[src/rtl/alu_seq.sv]
// Registered ALU with valid/ready handshake: 1-cycle ops, MUL takes WIDTH+1 edges; result held until out_ready.
// Optional macro ALU_ACC_EN lets use_acc substitute the held result for operand A.
module alu_seq #(
    parameter int WIDTH = 4,
    parameter int CNT_W = $clog2(WIDTH) + 1
) (
    input  logic             clk,
    input  logic             reset,
    input  logic             in_valid,
    output logic             in_ready,
    input  logic [2:0]       op,
    input  logic [WIDTH-1:0] a,
    input  logic [WIDTH-1:0] b,
    input  logic             use_acc,
    output logic             out_valid,
    input  logic             out_ready,
    output logic [WIDTH-1:0] result,
    output logic             flag_z,
    output logic             flag_n,
    output logic             flag_c,
    output logic             flag_v
);

    typedef enum logic [1:0] {S_IDLE, S_BUSY, S_DONE} state_t;

    localparam logic [2:0] OP_ADD  = 3'b000;
    localparam logic [2:0] OP_SUB  = 3'b001;
    localparam logic [2:0] OP_AND  = 3'b010;
    localparam logic [2:0] OP_OR   = 3'b011;
    localparam logic [2:0] OP_XOR  = 3'b100;
    localparam logic [2:0] OP_PASS = 3'b101;
    localparam logic [2:0] OP_ADC  = 3'b110;
    localparam logic [2:0] OP_MUL  = 3'b111;

    state_t             r_state;
    logic               r_in_ready;
    logic               r_out_valid;
    logic [WIDTH-1:0]   r_result;
    logic               r_z, r_n, r_c, r_v;
    logic [WIDTH-1:0]   r_prod, r_mcand, r_mplier;
    logic [CNT_W-1:0]   r_cnt;

    logic [WIDTH-1:0]   w_opa, w_opb, w_res, w_prod_next;
    logic [WIDTH:0]     w_sum;
    logic               w_cin, w_c, w_v, w_carry_msb;

`ifdef ALU_ACC_EN
    assign w_opa = use_acc ? r_result : a;
`else
    logic w_unused_acc;
    assign w_unused_acc = use_acc;
    assign w_opa = a;
`endif

    // One adder serves ADD, SUB (a + ~b + 1) and ADC (a + b + previous carry).
    assign w_opb = (op == OP_SUB) ? ~b : b;
    assign w_cin = (op == OP_SUB) ? 1'b1 : ((op == OP_ADC) ? r_c : 1'b0);
    assign w_sum = {1'b0, w_opa} + {1'b0, w_opb} + {{WIDTH{1'b0}}, w_cin};
    assign w_carry_msb = w_sum[WIDTH-1] ^ w_opa[WIDTH-1] ^ w_opb[WIDTH-1];

    always_comb begin
        w_res = '0;
        w_c   = 1'b0;
        w_v   = 1'b0;
        case (op)
            OP_ADD, OP_SUB, OP_ADC: begin
                w_res = w_sum[WIDTH-1:0];
                w_c   = w_sum[WIDTH];
                w_v   = w_carry_msb ^ w_sum[WIDTH];
            end
            OP_AND:  w_res = w_opa & b;
            OP_OR:   w_res = w_opa | b;
            OP_XOR:  w_res = w_opa ^ b;
            OP_PASS: w_res = w_opa;
            default: w_res = '0;
        endcase
    end

    assign w_prod_next = r_prod + (r_mplier[0] ? r_mcand : '0);

    always_ff @(posedge clk or posedge reset) begin
        if (reset) begin
            r_state     <= S_IDLE;
            r_in_ready  <= 1'b1;
            r_out_valid <= 1'b0;
            r_result    <= '0;
            r_z         <= 1'b0;
            r_n         <= 1'b0;
            r_c         <= 1'b0;
            r_v         <= 1'b0;
            r_prod      <= '0;
            r_mcand     <= '0;
            r_mplier    <= '0;
            r_cnt       <= '0;
        end else begin
            case (r_state)
                S_IDLE: begin
                    if (in_valid && r_in_ready) begin
                        r_in_ready <= 1'b0;
                        if (op == OP_MUL) begin
                            r_prod   <= '0;
                            r_mcand  <= w_opa;
                            r_mplier <= b;
                            r_cnt    <= CNT_W'(WIDTH);
                            r_state  <= S_BUSY;
                        end else begin
                            r_result    <= w_res;
                            r_z         <= (w_res == '0);
                            r_n         <= w_res[WIDTH-1];
                            r_c         <= w_c;
                            r_v         <= w_v;
                            r_out_valid <= 1'b1;
                            r_state     <= S_DONE;
                        end
                    end
                end
                S_BUSY: begin
                    r_prod   <= w_prod_next;
                    r_mcand  <= r_mcand << 1;
                    r_mplier <= r_mplier >> 1;
                    r_cnt    <= r_cnt - CNT_W'(1);
                    // Last iteration: publish the finished product, never a partial one.
                    if (r_cnt == CNT_W'(1)) begin
                        r_result    <= w_prod_next;
                        r_z         <= (w_prod_next == '0);
                        r_n         <= w_prod_next[WIDTH-1];
                        r_c         <= 1'b0;
                        r_v         <= 1'b0;
                        r_out_valid <= 1'b1;
                        r_state     <= S_DONE;
                    end
                end
                S_DONE: begin
                    if (out_ready) begin
                        r_out_valid <= 1'b0;
                        r_in_ready  <= 1'b1;
                        r_state     <= S_IDLE;
                    end
                end
                default: r_state <= S_IDLE;
            endcase
        end
    end

    assign in_ready  = r_in_ready;
    assign out_valid = r_out_valid;
    assign result    = r_result;
    assign flag_z    = r_z;
    assign flag_n    = r_n;
    assign flag_c    = r_c;
    assign flag_v    = r_v;

endmodule

[config.mk]
export PLATFORM = sky130hd
export DESIGN_NAME = alu_seq
export DESIGN_NICKNAME = d
export VERILOG_FILES = /design/src/rtl/alu_seq.sv
export SDC_FILE = /design/constraint.sdc
export NUM_CORES = 1
export LEC_CHECK = 0
export BUFFER_PORTS_ARGS = -buffer_cell sky130_fd_sc_hd__clkbuf_2
export CAP_MARGIN = 0
export CORE_MARGIN = 4
export CORE_UTILIZATION = 52
export CTS_BUF_LIST = sky130_fd_sc_hd__clkbuf_16
export DETAILED_ROUTE_END_ITERATION = 12
export PLACE_DENSITY = 0.83
export SETUP_SLACK_MARGIN = 0.3
export SYNTH_ARGS = -nofsm -noshare
export SYNTH_HDL_FRONTEND = slang
export SYNTH_SLANG_ARGS = --single-unit
export TNS_END_PERCENT = 30
[constraint.sdc]
create_clock -name clk -period 2.4 [get_ports clk]
set_input_delay 0.48 -clock clk [delete_from_list [all_inputs] [get_ports clk]]
set_output_delay 0.48 -clock clk [all_outputs]
set_load 0.005 [all_outputs]
[After elaboration in Yosys (flattened, before gate mapping)]
Index checks and enable logic that the tools add are counted.
Cells by class
  equality and inequality tests: 15
  multiplexer cells: 51
  divide/modulo/power cells: 0
  reduce and logical (&&, ||, !) cells: 14
  $mul: 0
  bitwise logic cells: 7
  magnitude comparators: 0
  shift-type cells: 0
  add/subtract/negate cells: 4
Operators by type and width (number)
  4-bit 2-to-1 mux: 11
  4-bit one-hot mux with 2 select lines: 4
  1-bit 2-to-1 mux: 21
  4-bit one-hot mux with 5 select lines: 1
  3-bit == test (second input constant): 4
  2-bit inequality test (second input constant): 5
  1-bit one-hot mux with 2 select lines: 5
  3-bit AND reduction: 3
  4-bit logical NOT: 2
  2-bit 2-to-1 mux: 4
  3-bit by 1-bit == test with 1-bit output (second input constant): 2
  3-bit by 2-bit == test with 1-bit output (second input constant): 2
  3-bit 2-to-1 mux: 2
  2-bit one-hot mux with 3 select lines: 1
  3-bit one-hot mux with 2 select lines: 1
  4-bit by 4-bit adder with 5-bit output: 1
  5-bit by 1-bit adder with 5-bit output: 1
  5-bit AND reduction: 1
  4-bit adder: 1
  4-bit AND: 1
  4-bit inverter: 1
  4-bit bitwise OR: 1
  4-bit AND reduction: 1
  2-bit nonzero test: 2
  other kinds (11): 13
Word-level totals
  word-level logic and storage cells: 103
  memory bits (writable): 0
  flip-flop bits (word level): 27
  bits of input ports: 16
  memory bits (read-only): 0
  memories kept: 0
  latch bits: 0

[Longest topological paths before layout]
Gate-level depths: netlist of run 1.
  word-level depth: 11
  mapped depth: 11
  gate-level depth less buffers: 10

[Worst setup path after synthesis of run 1]
No wires, ideal clock.
  path type: in2reg
  start: input op[1]
  end: register r_result[1] (netlist: result[1])
  stages on the path: 10
  required time: 2.336 ns
  arrival time: 2.767 ns
  setup time: 0.064 ns
  setup slack: -0.431 ns
  cells stage by stage: buf_2 -> nor3b_4 -> xnor2_1 -> fa_1 -> inv_1 -> fa_1 -> a2111oi_0 -> o32ai_1 -> o21ai_0 -> mux2_2
Between the ends
  word-level cells in the longest chain between the ends: 8
Ends and longest elaborated chain
  start: declaration: RTL line 11  | input logic [2:0] op,
  3-bit by 1-bit == test with 1-bit output / 3-bit == test (equally long branches): RTL line 56, 57, 65
  4-bit 2-to-1 mux / 1-bit 2-to-1 mux (equally long branches): RTL line 56, 57
  4-bit by 4-bit adder with 5-bit output / 1-bit 2-to-1 mux (equally long branches): RTL line 58, 57
  5-bit by 1-bit adder with 5-bit output: RTL line 58  | assign w_sum = {1'b0, w_opa} + {1'b0, w_opb} + {{WIDTH{1'b0}}, w_cin};
  4-bit one-hot mux with 5 select lines: RTL line 65  | case (op)
  4-bit 2-to-1 mux: RTL line 100  | if (op == OP_MUL) begin
  4-bit 2-to-1 mux: RTL line 98  | if (in_valid && r_in_ready) begin
  4-bit one-hot mux with 2 select lines: RTL line 96  | case (r_state)
  end signal: assignment: RTL line 107  | r_result <= w_res;
  end signal: assignment: RTL line 124  | r_result <= w_prod_next;
  end: declaration: RTL line 38  | logic [WIDTH-1:0] r_result;
Parallel ways exist; a longest one is shown, timed or not. The select of a mux whose other input is x is not followed.
A chain may end at the register's enable or synchronous reset.

[Worst setup path after layout of run 1]
  start: input op[2]
  end: register r_result[1] (netlist: result[1])
Same word-level chain as after synthesis.

==> metrics list, run 1 <==
- Buffer depth of the longest clock path: 2
- Area growth syn-to-layout: 27.2%
- Share of total power in the clock network: 39.1%
* Global-route wire length before repair: 8.06 mm
* Initial detailed-routing violation count: 81
- In this run, synthesis inferred 0 flip-flops with an integrated enable.
* Required time of the critical path: 2.60 ns
- Status: complete, but fails checks
* Slew margin rel.: 61.2%
* Largest cells by area after synthesis: dfrtp_1, ha_1, o21ai_0, nand2_1, mux2i_1
* Pins Over Slew Limit: 0
- Max_cap viols: 0
- Max Fanout on Critical Path: 3
- Counting instances in the post-synthesis netlist gives the leading cell types as dfrtp_1, nand2_1, inv_1.
* Post-synthesis sequential area ratio: 32.5%
- RSZ-0062 raised after global routing: true
- Among all flip-flop cells after synthesis, the most frequent one is dfrtp_1.
- Tightest Pin Transition: 0.582 ns
* Most frequent CP cell: fa_2
- Between clock sinks in the finished design, the worst skew comes to 0.00764 ns.
* CTS tree: built
- Number of endpoints failing setup at the final stage: 4
- Biggest cell delay along the critical path: 0.47 ns
- Top cell type by total area after synthesis: dfrtp_1
- Stages on worst setup path: 11
- During I/O placement, the number of pins put on the boundary was 26.
- The worst setup path is captured at a flop.
- The internal portion of the total power is 0.946 mW.
- For the worst setup path, the data arrival time is 2.76 ns.
* Critical path launch point type: input pin
- Fraction of layout instances using a drive strength above 1: 27.0%
- Fmax: 391 MHz
- The number of failing hold endpoints at the final stage is 0.
* Critical path's top delay family: compound AO/OA/AOI/OAI gates
* Antenna Diode Count: 0
- H-tree depth: 1
* Sequential power share: 36.6%
- Critical-path top delay cell: fa_2
- Netlist area before placement: 0.00200 mm²
* Layout filler cell count: 289
* Share of flip-flops with an asynchronous set or reset: 100%
- Largest net degree at the start of global routing: 27
* Min-delay worst type: in -> async
- Counting every sink on the clock net gives 26.
- After clock tree synthesis, the clock-pin slew on the worst setup and hold paths is 0.07 ns.
- Crit Path Category: in -> reg
- Number of instances in the synthesized netlist: 223
* Number of buffers inserted by port buffering: 24
* Die area: 0.00491 mm²
- The die is 70.1 µm tall.
- Summed over all layers, the global routing overflow is 0.
* Core region area: 0.00369 mm²
- Hold buffer count at cts: 0
- For this block, the routed nets add up to 4.67 mm of wire.
* Worst Hold Margin: 0.242 ns
- From left edge to right edge, the die measures 70.1 µm.
* Detail-routed via count per cell: 5.52
- Initial antenna violation count: 0
* Post-route clock period utilization: 107%
- Post-placement worst setup slack: -0.453 ns
* Flip-flop and latch count after synthesis: 26
* Switching Fraction: 25.2%
* Cell breakdown of the critical path: buf_8 -> buf_6 -> and3b_2 -> a21o_1 -> fa_2 -> inv_2 -> fa_2 -> a2111oi_4 -> o32ai_4 -> o21ai_1 -> mux2_4
- Buffer and inverter count on the worst path: 3
* Drt drc: 0
* Unique masters post-synth: 49
- Combinational cell fraction of total power: 24.4%
- IR analysis of the VDD net gives a maximum drop of 0.321 mV.
- Nets: 307
- DRT antenna net count: 0
- Across all layers, the routed design uses 1740 vias.
- For this run, the total global-route usage over all layers was measured as 19.8%.
- Routability-driven placement finished with a final weighted congestion of 0.813.
- For this configuration, the core starts out at a cell density of 54.3%.
* Worst Setup Slack, final: -0.159 ns
- For this run, the detailed router's first-pass iteration total came to 4.
- Worst-Skew Late Latency: 0.27 ns
- Root buffer cell: clkbuf_16
* Yosys warning count: 0
* Via count of the first global-routing pass: 1795
- Net switching power of the design: 0.318 mW
- Total CTS buffers: 3
* Power density relative to cell area: 496 mW/mm²
- In the final routed layout, each cell accounts on average for 14.8 µm.
- The number of nets handed over by synthesis was 262.
- Number of cells on the worst reg-to-reg path: 8
* Violations in the final reports: setup timing
- Average size of a mapped cell: 8.99 µm²
- Summed over its instances, the top area cell type makes up 31.2% of the synthesized netlist area.
- Static leakage power: 1.25 nW
- The initialized floorplan defines 22 standard-cell rows.
* Min Tclk post-route: 2.56 ns
- The HPWL after detailed placement is 3.43 mm.
## stage by stage
step / std cells / util, % / setup TNS, ns / area [µm²] / power (mW)
after floorplan: 223 / - / -0.978 / 2040 / 0.637
after global placement: 309 / 63.4 / -1.74 / 2340 / 0.732
after detailed placement: 309 / 63.4 / -1.89 / 2340 / 0.741
after CTS: 313 / 67.4 / -0.425 / 2490 / 1.25
after global routing: 315 / 69.1 / -0.820 / 2550 / 1.32
final: 315 / 69.1 / -0.426 / 2550 / 1.26
## power by group through the flow
stage / sequential, mW / clock [mW] / combinational [mW]
4_1_cts: 0.463 / 0.492 / 0.290
3_5_place_dp: 0.471 / 0 / 0.270
6_report: 0.462 / 0.494 / 0.308
3_3_place_gp: 0.470 / 0 / 0.262
2_1_floorplan: 0.471 / 0 / 0.166
5_1_grt: 0.465 / 0.512 / 0.340
## kinds of logic (layout without fill, tap and decap cells)
kind of cell               Yosys count  after routing  share of synthesized area [%]
and+or+nand+nor                     66             66                           16.9
AOI/OAI and AO/OA                   54             54                           17.9
buffers and inverters               34             78                           6.99
DFF                                 26             26                           32.5
adders and majority gates           23             23                           15.5
xor gates and xnor gates            10             10                           5.12
muxes                               10             10                           5.06
## routing by layer
metal  GRT usage, %  vias to the layer above  wire (µm)  part of all wire, %
met4           7.23                        0         86                  1.8
li1               -                      856          -                    -
met1           24.9                      832       2030                   43
met5              0                        -          0                    0
met3           2.88                       10        156                  3.3
met2           34.3                       42       2400                   51
## cells in the final DEF, fill, tap and decap left out, types with 2 or more instances in the layout
master     count
nand2_1       25
dfrtp_1       25
buf_4         23
inv_1         22
clkbuf_2      22
ha_1          19
o21ai_0       17
nor2_1        14
mux2i_1        9
a21oi_1        9
nand2b_1       5
and2_1         5
xnor2_1        5
buf_6          5
a22o_1         4
a21o_1         4
a211oi_1       3
o31ai_1        3
clkbuf_16      3
nand3_1        2
o21ai_1        2
xor2_1         2
xnor2_2        2
or3_1          2
fa_2           2
## flip-flops by register name, summed over array words and instances (netlist names)
| signal | count |
|---|---|
| in_ready | 1 |
| result | 4 |
| out_valid | 1 |
| r_mplier | 4 |
| flag_c | 1 |
| flag_z | 1 |
| r_prod | 4 |
| r_cnt | 3 |
| r_state | 2 |
| r_mcand | 4 |
| flag_v | 1 |
## cell type report
class | instances | area (µm²) | share of cell area (%)
Clock inverter | 1 | 30.0 | 1.18
Inverter | 23 | 86.3 | 3.39
Timing Repair Buffer | 51 | 354 | 13.9
Clock buffer | 3 | 75.1 | 2.94
Multi-Input combinational cell | 163 | 1290 | 50.7
Sequential cell | 26 | 652 | 25.6
Tap cell | 48 | 60.1 | 2.36
## final timing paths
path	to	from	slack [ns]
setup / recovery	result[1]$_DFFE_PP0P_	op[2]	-0.16
hold / removal	r_cnt[0]$_DFFE_PP0P_	reset	0.24
setup reg to reg	result[1]$_DFFE_PP0P_	flag_c$_DFFE_PP0P_	0.08
hold reg to reg	result[2]$_DFFE_PP0P_	result[2]$_DFFE_PP0P_	0.48
max in group asynchronous	in_ready$_DFFE_PP1P_	reset	1.86
min in group clk	result[2]$_DFFE_PP0P_	result[2]$_DFFE_PP0P_	0.48
## worst reg2reg max path, delay by kind of cell, from the launching register on
kind,cells,cell delay (ns)
flip-flops,1,0.41
adder cells (fa/ha/maj),2,0.82
AO/OA/AOI/OAI,4,0.83
multiplexers,1,0.15
buffers and inverters,1,0.07
## repair_timing
action                     4_1_cts  5_1_grt
pin swaps                        3        5
buffers inserted                 0        2
gates resized for setup         10       14
setup endpoints to repair        6        8
Power figures use the tool's default switching activity.
==> inputs of run 2 (changes only) <==
- clock period: 2.4 -> 2.1 ns (I/O delays scaled with it)
==> metrics list, run 2 (same netlist as run 1, synthesis figures left out) <==
* Post-placement worst setup slack: -0.664 ns (-0.211 ns)
- Max Fanout on Critical Path: 3 (unchanged)
* Power density relative to cell area: 505 mW/mm² (+1.9%)
- The leakage power figure is 1.26 nW (+0.71%).
- The internal power contribution was 0.952 mW (+0.62%).
* Core region area: 0.00369 mm² (unchanged)
- Antenna Diode Count: 0 (unchanged)
- Max_cap viols: 0 (unchanged)
* Buffer depth of the longest clock path: 2 (unchanged)
- Leading cell type in the layout, fill and taps excluded: buf_4
- The via count of the first global-routing pass was 1775 (-1.1%).
- The total wire length after detailed routing was 4.91 mm (+5.1%).
- Effective utilization at floorplan: 54.3% (unchanged)
- Peak supply drop: 0.279 mV (-13%)
* Die width: 70.1 µm (unchanged)
- Worst r2r src: flag_c$_DFFE_PP0P_
- The total setup buffers inserted after CTS is 0 (unchanged).
- The number of remaining DRC errors came to 0 (unchanged).
- The final critical path takes up 121% of the cycle.
- Buffer and inverter count on the worst path: 2 (-1)
* Fraction of layout instances using a drive strength above 1: 30.9% (+3.9 points)
- Total CTS buffers: 3 (unchanged)
* Clock transition at the register clock pins on the worst setup and hold paths after CTS: 0.07 ns (about the same)
- Worst setup EP type: flop
* Initial antenna violation count: 0 (unchanged)
* Final non-filler cell total: 317 (+0.63%)
- Total placed instance area: 0.00237 mm² (+1.3%)
- The combined global-route utilization of all metal layers is 19.8% (about the same).
- DRT antenna net count: 0 (unchanged)
- The count of buffers from port buffering came to 24 (unchanged).
- The final critical-path setup slack came to -0.450 ns (-0.292 ns).
- The placed instance count is 313 (+1.3%).
- The delay of the slowest cell on the worst path came to 0.38 ns (-0.09 ns).
- Min-delay worst type: in -> async
- The most critical setup path has its startpoint at op[1].
- Static timing analysis puts the maximum clock frequency at 392 MHz.
- Counting I/O delays and the setup requirement, the final critical path takes 2.55 ns.
- Largest clock skew in the final design: 0.00327 ns (-0.00438 ns)
- The number of cell rows came to 22 (unchanged).
* Worst Hold Margin: 0.191 ns (-0.0511 ns)
- Die area: 0.00491 mm² (unchanged)
* RSZ-0062 raised after global routing: true
- Total number of vias: 1777 (+2.1%)
- Ports placed on the boundary: 26 (unchanged)
- Remaining global-route overflow: 0 (unchanged)
- Final GP Congestion: 0.870 (+6.9%)
- Required time of the critical path: 2.25 ns (-0.35 ns)
- The arrival time at the worst endpoint was 2.70 ns (-0.06 ns).
- STA classifies the critical path startpoint as an input pin.
* Share of total power in the clock network: 32.4% (-6.7 points)
- The signal on the critical path passes through buf_8 -> nor3b_4 -> buf_4 -> xnor2_1 -> ha_1 -> a21o_1 -> or3_1 -> and2_1 -> xor3_1 -> o41ai_2.
- H-tree depth: 1 (unchanged)
- The largest individual stage delay along the critical path comes from the cell or3_1.
* Status: complete, but fails checks
* Worst-Skew Late Latency: 0.26 ns (about the same)
- The multi-input logic area is 0.00133 mm² (+3.0%).
- The setup TNS after final layout was -1.62 ns (-1.20 ns).
- The initial detailed-routing violation count is 106 (+31%).
* Area growth syn-to-layout: 28.9%
- Total clock sinks: 26 (unchanged)
- The worst setup path is of the in -> reg kind.
- The ratio of routed vias to standard cells was 5.61 (+1.5%).
* Pins Over Slew Limit: 0 (unchanged)
- TritonCTS built the clock tree.
- Root buffer cell: clkbuf_16
- The half-perimeter wire length after placement came to 3.49 mm (+1.9%).
* Layout filler cell count: 292 (+1.0%)
- Combinational cell fraction of total power: 27.1% (+2.7 points)
- The library cells used most frequently in the layout, excluding fill and tap cells, are buf_4, nand2_1, dfrtp_1.
- Sequential power share: 40.5% (+3.9 points)
* Switching Fraction: 27.1% (+1.9 points)
* Nets: 309 (+0.65%)
- Global-route wire length before repair: 7.97 mm (-1.1%)
- Flip-flop and latch area: 652 µm² (unchanged)
- The switching power came to 0.354 mW (+11%).
- The number of detailed-route iterations in the first pass is 5 (+1).
- Reg-to-reg slack, setup: -0.23 ns (-0.31 ns)
- The vertical extent of the die came to 70.1 µm (unchanged).
* Largest net degree at the start of global routing: 27 (unchanged)
- The average routed wire per standard cell came to 15.5 µm (+4.5%).
- The final non-filler cell area is 0.00258 mm² (+1.3%).
- The final reports fail on setup timing.
* Tightest Pin Transition: 0.580 ns (-0.00262 ns)
* Slew margin rel.: 61.1% (about the same)
- The final count of negative-setup-slack endpoints was 5 (+1).
* Critical path's top delay family: simple AND/OR/NAND/NOR gates
- The number of failing hold endpoints at the final stage came to 0 (unchanged).
[run 2: worst paths after layout]
kind,end,depth (start not counted)
setup / recovery,flag_v$_DFFE_PP0P_,10
hold / removal,r_cnt[2]$_DFFE_PP0P_,3
setup reg to reg,flag_v$_DFFE_PP0P_,7
hold reg to reg,result[2]$_DFFE_PP0P_,2
max in group asynchronous,in_ready$_DFFE_PP1P_,3
min in group clk,in_ready$_DFFE_PP1P_,3
[run 2: final cells by class]
cell class,instances,area share [%]
multi-input combinational,163,51.5
sequential,26,25.2
clock inverter,1,0.145
clock buffer,3,2.91
timing repair buffer,53,14.5
tap,48,2.32
inverter,23,3.34
[run 2: repair_timing]
item	CTS	global route
pin swaps	8	4
hold buffers	0	0
resized for setup	18	16
endpoints found under the setup margin	11	16
gates cloned	0	0
[run 2: metrics by stage]
step / util, % / power (mW)
after detailed placement: 64.2 / 0.845
final: 70.0 / 1.31
after global placement: 64.2 / 0.836
after global routing: 70.0 / 1.37
after floorplan: - / 0.728
after CTS: 68.3 / 1.29
[run 2: worst register-to-register path: cells and delay by family (launching register included)]
family | cells | cell delay [ns]
simple gates | 3 | 0.71
compound gates | 2 | 0.40
fa+ha+maj | 1 | 0.35
flops | 1 | 0.40
xor+xnor | 1 | 0.37
[run 2: power by group through the flow]
stage / Sequential (mW) / Clock (mW) / Combinational, mW
2_1_floorplan: 0.538 / 0 / 0.190
3_3_place_gp: 0.538 / 0 / 0.299
3_5_place_dp: 0.538 / 0 / 0.307
4_1_cts: 0.529 / 0.426 / 0.334
5_1_grt: 0.531 / 0.455 / 0.385
6_report: 0.529 / 0.423 / 0.354
[run 2: layer usage]
| layer | vias to the layer above | global-route usage, % | wire (µm) |
|---|---|---|---|
| met5 | - | 0 | 0 |
| met4 | 0 | 7.02 | 93 |
| met3 | 12 | 2.59 | 215 |
| met2 | 58 | 34.1 | 2540 |
| met1 | 842 | 25.4 | 2060 |
| li1 | 865 | - | - |
==> inputs of run 3 (changes only) <==
- CORE_MARGIN: 4 -> 3
- RECOVER_POWER: unset -> 100
==> metrics list, run 3 (same netlist as run 1, synthesis figures left out) <==
* Worst r2r src: flag_c$_DFFE_PP0P_
* Net switching power of the design: 0.411 mW (+16%)
* Static leakage power: 1.34 nW (+6.0%)
* Hold path startpoint: out_ready
* DRT antenna net count: 0 (unchanged)
* Total CTS buffers: 3 (unchanged)
- Remaining global-route overflow: 0 (unchanged)
- Initial detailed-routing violation count: 186 (+75%)
* Routed Wire Length: 6.35 mm (+29%)
* Summed area of non-filler cells in the final layout: 0.00275 mm² (+6.5%)
- Die width: 68.1 µm (-2.9%)
- The clock insertion delay at the later pin of the skew report is 0.27 ns (about the same).
- The checks that failed: setup timing.
* Power density relative to cell area: 551 mW/mm² (+9.1%)
- RSZ-0062 raised after global routing: true
- Min Tclk post-route: 2.64 ns (+0.0913 ns)
- Slew margin rel.: 1.78% (-59 points)
- Effective utilization at floorplan: 56.9% (+2.6 points)
- The placement-stage worst setup slack was -0.723 ns (-0.0597 ns).
- Die area: 0.00464 mm² (-5.6%)
* Status: complete, but fails checks
- The final critical-path setup slack came to -0.542 ns (-0.0913 ns).
* Number of buffers inserted by port buffering: 24 (unchanged)
- The path class of the tightest hold or removal check is in -> reg.
- The peak supply drop came to 0.456 mV (+64%).
* Wire length per cell: 19.4 µm (+26%)
- The final design utilization was 78.2% (+8.1 points).
- The highest clock rate is 379 MHz (-3.5%).
- Leaving out fill and tap cells, the most frequent cell in the layout is buf_4.
- Max_cap viols: 0 (unchanged)
* Final non-filler cell total: 327 (+3.2%)
- Die outline height: 68.1 µm (-2.9%)
* Largest clock skew in the final design: 0.00317 ns (-0.0000951 ns)
- Number of instances in the placed design: 313 (unchanged)
- Total global routing track utilization: 26.5% (+6.7 points)
- The number of detailed-route iterations in the first pass came to 4 (-1).
- The relative contribution of the clock network to total power is 37.8% (+5.4 points).
- Critical Path Source: op[2]
* Sequential power share: 34.9% (-5.6 points)
* Antenna Diode Count: 0 (unchanged)
* Worst path arrival time: 2.81 ns (+0.11 ns)
* Core region area: 0.00352 mm² (-4.5%)
- The number of max-slew violations in the final report is 0 (unchanged).
* Cell row count: 21 (-4.5%)
- The combinational power share came to 27.4% (+0.3 points).
- The library cells used most frequently in the layout, excluding fill and tap cells, are buf_4, nand2_1, dfrtp_1.
* Total placed instance area: 0.00239 mm² (+1.1%)
- From synthesis to final layout, the design area changed by 37.3%.
- Nets: 321 (+3.9%)
* Initial antenna violation count: 0 (unchanged)
- Buffer depth of the longest clock path: 2 (unchanged)
- The final weighted congestion in routability-driven placement was 0.870 (about the same).
- The half-perimeter wire length after placement came to 3.78 mm (+8.3%).
- The internal power contribution was 1.11 mW (+16%).
* H-tree depth: 1 (unchanged)
- The top-level I/O count is 26 (unchanged).
* Critical path launch point type: input pin
* Global-route wire length before repair: 9.11 mm (+14%)
- TritonCTS built the clock tree.
- Drt drc: 0 (unchanged)
* Worst setup EP type: flop
- The via total after detailed routing is 1949 (+9.7%).
- Max Fanout on Critical Path: 4 (+1)
* Post-route clock period utilization: 126% (+4.3 points)
- Required time of the critical path: 2.27 ns (+0.02 ns)
* Largest net degree at the start of global routing: 27 (unchanged)
- Crit Path Category: in -> reg
- The ratio of routed vias to standard cells is 5.96 (+6.3%).
- The fraction of layout instances using a drive strength above 1 is 32.4% (+1.5 points).
- Root buffer cell: clkbuf_16
- Hold violation count in the final report: 0 (unchanged)
- Switching Fraction: 27.0% (-0.045 points)
- Clock transition at the register clock pins on the worst setup and hold paths after CTS: 0.07 ns (about the same)
* Total clock sinks: 26 (unchanged)
- The via count of the first global-routing pass came to 1938 (+9.2%).
- Tightest Pin Transition: 1.47 ns (+0.893 ns)
- Number of endpoints failing setup at the final stage: 8 (+3)
==> run 3: cell count changes in the layout (fill, tap and decap cells not counted), moves of 2 or more <==
cell,previous run,this run
buf_6,4,6
clkbuf_1,0,6
clkbuf_2,21,17
buf_4,26,31
buf_12,0,2
==> run 3: worst paths after layout <==
check | end | slack (ns) | depth (start not counted)
max in group asynchronous | r_mcand[0]$_DFFE_PP0P_ | 0.62 | 3
max | flag_z$_DFFE_PP0P_ | -0.54 | 12
max reg2reg | flag_z$_DFFE_PP0P_ | -0.38 | 9
min in group asynchronous | out_valid$_DFFE_PP0P_ | 0.63 | 3
min reg2reg | r_mcand[3]$_DFFE_PP0P_ | 0.48 | 2
min | in_ready$_DFFE_PP1P_ | 0.46 | 3
==> run 3: power groups by stage <==
stage,registers (mW),logic (mW),clock network (mW)
after floorplan,0.538,0.190,0
after global placement,0.538,0.304,0
after detailed placement,0.539,0.316,0
after CTS,0.529,0.368,0.573
after global routing,0.531,0.445,0.593
final,0.529,0.416,0.573
==> run 3: area by class of cell <==
type,count,area [µm²]
sequential,26,652
timing repair buffer,65,485
fill,229,768
multi-input combinational,163,1370
tap,46,57.6
clock buffer,3,75.1
inverter,23,86.3
clock inverter,1,30.0
==> run 3: worst max-delay path, stage by stage <==
cell and delay [ns]:
buf_8 0.10, buf_6 0.11, and3b_1 0.20, a21o_1 0.21, fa_2 0.36, buf_4 0.15, buf_6 0.10, and3_4 0.16
or3_4 0.33, a311oi_2 0.32, o21ai_2 0.09, o31ai_1 0.25
==> run 3: repair_timing <==
item / in CTS / in global routing
setup buffers: 4 / 6
hold buffers: 0 / 0
setup endpoints to repair: 20 / 18
resized for setup: 22 / 28
pin swaps: 9 / 13
==> run 3: per-layer routing <==
metal	track usage [%]	vias up	wire, µm
met5	0	-	0
met4	14.4	0	312
met3	4.60	37	398
met2	44.4	104	3160
met1	32.3	923	2480
li1	-	885	-
==> run 3: through the flow <==
stage | setup TNS [ns] | hold WS, ns | total power, mW
after floorplan | -2.26 | 0.449 | 0.728
after detailed placement | -3.86 | 0.473 | 0.855
after global routing | -2.96 | 0.513 | 1.57
after global placement | -3.13 | 0.461 | 0.842
final | -2.43 | 0.464 | 1.52
after CTS | -1.68 | 0.199 | 1.47
